===== config.mk =====
export PLATFORM = sky130hd
export DESIGN_NAME = muldiv_seq
export DESIGN_NICKNAME = d
export VERILOG_FILES = /design/src/rtl/muldiv_seq.sv
export SDC_FILE = /design/constraint.sdc
export NUM_CORES = 1
export LEC_CHECK = 0
export CAP_MARGIN = 25
export CELL_PAD_IN_SITES_DETAIL_PLACEMENT = 1
export CELL_PAD_IN_SITES_GLOBAL_PLACEMENT = 1
export CORE_MARGIN = 1
export CORE_UTILIZATION = 45
export CTS_BUF_LIST = sky130_fd_sc_hd__clkbuf_8
export CTS_CLUSTER_SIZE = 25
export DETAILED_ROUTE_END_ITERATION = 8
export GPL_TIMING_DRIVEN = 0
export HOLD_SLACK_MARGIN = 0.15
export PLACE_DENSITY = 0.82
export SYNTH_ARGS = -nofsm -noshare
export SYNTH_HDL_FRONTEND = slang
export SYNTH_SLANG_ARGS = --single-unit

===== constraint.sdc =====
create_clock -name clk -period 5.3 [get_ports clk]
set_input_delay 0.53 -clock clk [delete_from_list [all_inputs] [get_ports clk]]
set_output_delay 0.53 -clock clk [all_outputs]
set_load 0.02 [all_outputs]

===== src/rtl/muldiv_seq.sv =====
// Sequential multiply/divide unit with HI/LO result registers.
// Radix-2 shift-add multiply and restoring divide, one step per cycle, with sign fix-up in FIX.
module muldiv_seq #(
  parameter int WIDTH = 32
) (
  input  logic             clk,
  input  logic             rst_n,
  input  logic             start,
  input  logic [1:0]       op,
  input  logic [WIDTH-1:0] a,
  input  logic [WIDTH-1:0] b,
  input  logic             rd_hilo,
  output logic             busy,
  output logic             done,
  output logic             div_by_zero,
  output logic [WIDTH-1:0] hi,
  output logic [WIDTH-1:0] lo,
  output logic             stall_d
);

  localparam int CW = $clog2(WIDTH + 1);

  typedef enum logic [1:0] {
    IDLE = 2'd0,
    CALC = 2'd1,
    FIX  = 2'd2
  } state_t;

  state_t               state;
  logic [CW-1:0]        count;
  logic [1:0]           opReg;
  logic [WIDTH-1:0]     aReg;
  logic [WIDTH-1:0]     operand;
  logic [2*WIDTH-1:0]   prod;
  logic                 negA;
  logic                 negB;
  logic                 divZero;

  logic                 inSigned;
  logic                 inNegA;
  logic                 inNegB;
  logic [WIDTH-1:0]     inMagA;
  logic [WIDTH-1:0]     inMagB;
  logic                 inDivZero;

  logic [WIDTH:0]       mulSum;
  logic [WIDTH:0]       divShift;
  logic [WIDTH:0]       divDiff;
  logic [2*WIDTH-1:0]   mulNext;
  logic [2*WIDTH-1:0]   divNext;
  logic [WIDTH-1:0]     resHi;
  logic [WIDTH-1:0]     resLo;

  // Magnitudes of the incoming operands; the most-negative value maps to 2^(WIDTH-1) unsigned.
  assign inSigned  = ~op[0];
  assign inNegA    = inSigned & a[WIDTH-1];
  assign inNegB    = inSigned & b[WIDTH-1];
  assign inMagA    = inNegA ? -a : a;
  assign inMagB    = inNegB ? -b : b;
  assign inDivZero = op[1] && (b == '0);

  // Multiply: prod = {partial sum, multiplier}; divide: prod = {remainder, dividend/quotient}.
  assign mulSum   = {1'b0, prod[2*WIDTH-1:WIDTH]} + {1'b0, (prod[0] ? operand : {WIDTH{1'b0}})};
  assign mulNext  = {mulSum, prod[WIDTH-1:1]};
  assign divShift = {prod[2*WIDTH-1:WIDTH], prod[WIDTH-1]};
  assign divDiff  = divShift - {1'b0, operand};
  assign divNext  = divDiff[WIDTH] ? {divShift[WIDTH-1:0], prod[WIDTH-2:0], 1'b0}
                                   : {divDiff[WIDTH-1:0],  prod[WIDTH-2:0], 1'b1};

  always_comb begin
    // NOTE: defaults first so every path assigns resHi/resLo and no latch is inferred.
    resHi = prod[2*WIDTH-1:WIDTH];
    resLo = prod[WIDTH-1:0];
    if (divZero) begin
      resHi = aReg;
      resLo = '1;
    end else if (opReg[1]) begin
      if (negA ^ negB) resLo = -prod[WIDTH-1:0];
      if (negA)        resHi = -prod[2*WIDTH-1:WIDTH];
    end else if (negA ^ negB) begin
      {resHi, resLo} = -prod;
    end
  end

  assign busy    = (state == CALC) || (state == FIX);
  assign stall_d = busy & (start | rd_hilo);

  always_ff @(posedge clk or negedge rst_n) begin
    if (!rst_n) begin
      state       <= IDLE;
      count       <= '0;
      opReg       <= '0;
      aReg        <= '0;
      operand     <= '0;
      prod        <= '0;
      negA        <= 1'b0;
      negB        <= 1'b0;
      divZero     <= 1'b0;
      done        <= 1'b0;
      div_by_zero <= 1'b0;
      hi          <= '0;
      lo          <= '0;
    end else begin
      // NOTE: non-blocking (<=) for every register so each update sees pre-edge values.
      done        <= 1'b0;
      div_by_zero <= 1'b0;
      unique case (state)
        IDLE: begin
          if (start) begin
            opReg   <= op;
            aReg    <= a;
            negA    <= inNegA;
            negB    <= inNegB;
            divZero <= inDivZero;
            count   <= '0;
            if (op[1]) begin
              operand <= inMagB;
              prod    <= {{WIDTH{1'b0}}, inMagA};
            end else begin
              operand <= inMagA;
              prod    <= {{WIDTH{1'b0}}, inMagB};
            end
            state <= inDivZero ? FIX : CALC;
          end
        end
        CALC: begin
          count <= count + 1'b1;
          prod  <= opReg[1] ? divNext : mulNext;
          if (count == CW'(WIDTH - 1)) state <= FIX;
        end
        FIX: begin
          hi          <= resHi;
          lo          <= resLo;
          done        <= 1'b1;
          div_by_zero <= divZero;
          state       <= IDLE;
        end
        default: state <= IDLE;
      endcase
    end
  end

endmodule

==> reports/metrics.yaml <==
critPathCaptureType: "register"
powerDensity_nw_per_um2: 728
drv_slew: 0
cts_root_buffer: "clkbuf_8"
layout_setup_ws_ns: 0.514
status: "complete, no violations"
drv_cap: 0
synth_compound_area_share_pct: 23.4
skew_ns: 0.0187
synthDistinctLibCells: 82
synth-simple-area-share_pct: 17.8
synth.top_cell.area_share_pct: 31.6
cp_cell_sequence: "inv_1, clkbuf_1, nor2_1, ha_1, clkbuf_1, nand4_1, nor4_1, o211ai_1, a41o_1, o21ai_0, xnor2_1, a22oi_1, o221ai_1"
grt_pass1_vias: 17000
initial_core_util_pct: 45.8
synth_largest_area_cell: "dfrtp_1"
total_power_mw: 14.0
path_max_fanout: 10
cp_common_cell: "clkbuf_1"
slew_headroom_pct: 26.6
avgRoutedWirePerCell_um: 25.4
grt_overflow: 0
nets: 2319
gp_congestion: 0.972
final_cells: 2667
rsz0062_at_grt: "no"
p_leak_nw: 8.13
antenna_left: 0
synth_fp_nets: 2137
clkTransAtPathRegs_ns: 0.06
track_usage_pct: 37.0
cts_buffer_depth: 3
critPathLaunchType: "register"
netlist_instances: 1993
antenna_found_initial: 1
synth_area_um2: 16300
final_area_um2: 19200
worstSetupPathType: "reg2reg"
die_area_um2: 37000
synth_area_leaders: "dfrtp_1 (32%), a21oi_1 (6.8%), nor2_1 (5.8%), ha_1 (5.5%), xnor2_1 (5.4%)"
drive_above_1_share_pct: 7.89
final-hold-violation-count: 0
async_flop_share_pct: 100
clk_latency_ns: 0.58
wl_um: 67900
vias_per_cell: 6.27
grt_pass1_wl_um: 103000
drtIter0Drc: 1366
drc: 0
yosysMostFrequentCell: "nor2_1"
setup_viol: 0
slowest_delay_ns: 0.77
layout_min_cycle_time_ns: 4.79
worstPathRequired_ns: 5.73
cts_buffers: 40
dp_cells: 2592
dpl_cell_area_um2: 18300
synthToLayoutAreaGrowth_pct: 17.8
htreeDepth: 2
synth_mux_area_share_pct: 6.94
worst-endpoint-arrival_ns: 5.22
synth.yosys.seq_area_share_pct: 31.6
die_y_um: 192
max_freq_ghz: 0.209
synth_warnings: 0
ys.flop_type: "dfrtp_1"
die_w_um: 192
rows: 69
firstDrtPassIters: 5
cts.repair.resized: 0
synth_fa_ha_area_share_pct: 5.78
core_um2: 35600
avgSynthCellArea_um2: 8.17
post-dp-hpwl_um: 52800
grt_max_degree: 106
synth_common_cells: "nor2_1 (253), a21oi_1 (220), dfrtp_1 (206)"
ir_drop_v: 0.000376
via_count: 16700
ys_ff_latch: 206
slowest_stage: "clkbuf_1"
cts_tree: "yes"
synth_xor_area_share_pct: 9.62
io_pins: 138
pre_cts_ws_ns: 0.891
worstMarginPinSlew_ns: 1.10
fin_crit_sh_pct: 90.3
synth_top_family_by_area: "compound AO/OA/AOI/OAI gates"
synth_edf_count: 0
hold_class: "reg2reg"
clock-sinks: 206
io_buffer_count: 136
## cell usage in the layout (no fill, tap or decap), types with 11 or more instances in the layout
cell type,netlist,layout
o221ai_1,12,12
xor2_1,78,78
xnor2_1,101,101
nor3_1,36,36
a21oi_1,220,220
nand4_1,13,13
nand2_1,163,163
and2_1,14,14
nand2b_1,27,27
ha_1,72,72
nand3_1,28,28
nor2b_1,11,11
clkbuf_1,96,96
mux2_2,62,62
o211ai_1,21,21
a211oi_1,32,32
clkdlybuf4s50_1,0,135
a221oi_1,15,15
a21o_1,34,34
a31oi_1,14,14
mux2i_1,42,42
inv_1,74,81
nor4_1,13,13
a22oi_1,23,23
or3_1,13,13
dfrtp_1,206,206
clkbuf_8,2,53
o21ai_0,159,159
o31ai_1,20,20
nor2_1,253,253
## metrics by stage
stage / util, % / TNS [ns] / hold WS, ns
2_1_floorplan: - / 0 / 0.234
3_3_place_gp: 51.2 / -1094.57 / 0.468
3_5_place_dp: 51.4 / 0 / 0.480
4_1_cts: 54.0 / 0 / 0.493
5_1_grt: 54.0 / 0 / 0.527
6_report: 54.0 / 0 / 0.491
## layout make-up
class | count | area (µm²)
diodes | 1 | 2.50
plain buffers | 117 | 520
clock buffers | 51 | 702
clock inverters | 21 | 201
fillers | 4383 | 16400
inverters | 74 | 278
multi-input cells | 1596 | 10300
flip-flops and latches | 206 | 5150
well taps | 461 | 577
repair buffers | 140 | 1420
## registers in the layout, indices dropped and copies added (netlist names), 2 cells and up
signal and cells:
operand 32, aReg 32, hi 32, lo 32, count 6, state 2, prod 64
## critical path, delay by kind of cell (launching register included)
| kind | cells | cell delay [ns] |
|---|---|---|
| compound gates | 5 | 1.36 |
| buf+inv | 3 | 1.33 |
| simple gates | 3 | 0.91 |
| flops | 1 | 0.59 |
| fa+ha+maj | 1 | 0.31 |
| xor+xnor | 1 | 0.13 |
## metal layers
layer | GRT usage, % | wire (µm) | up-vias
met1 | 53.4 | 31300 | 8421
li1 | - | - | 7491
met2 | 55.0 | 29000 | 657
met4 | 15.1 | 2860 | 2
met3 | 5.73 | 4690 | 143
met5 | 0 | 11 | -
## cells by family (layout without fill, tap and decap cells)
| logic type | count (synthesis) | count (layout) |
|---|---|---|
| buffers and inverters | 191 | 403 |
| xor gates and xnor gates | 179 | 179 |
| adders and majority gates | 74 | 74 |
| AOI/OAI and AO/OA | 619 | 619 |
| and+or+nand+nor | 619 | 619 |
| muxes | 105 | 105 |
| DFF | 206 | 206 |
| other | 0 | 1 |
## where the power goes
part | switching, mW | internal, mW | total, mW
Clock | 0.807 | 1.06 | 1.87
Combinational | 5.60 | 3.44 | 9.04
Sequential | 0.779 | 2.30 | 3.07
Total | 7.19 | 6.79 | 14.0
## worst paths after layout
check,from,depth (start not counted),to,slack (ns)
min,operand[22],2,operand[22],0.49
max in group asynchronous,rst_n,3,prod[37],3.63
min in group asynchronous,rst_n,2,lo[27],0.59
max reg2reg,prod[0],13,prod[61],0.51
max,prod[0],13,prod[61],0.51
min reg2reg,operand[22],2,operand[22],0.49
## repair_timing
item,in CTS,in global routing
endpoints found under the hold margin,101,0
hold buffers,1,0
setup buffers,0,0
Power figures use the tool's default switching activity.
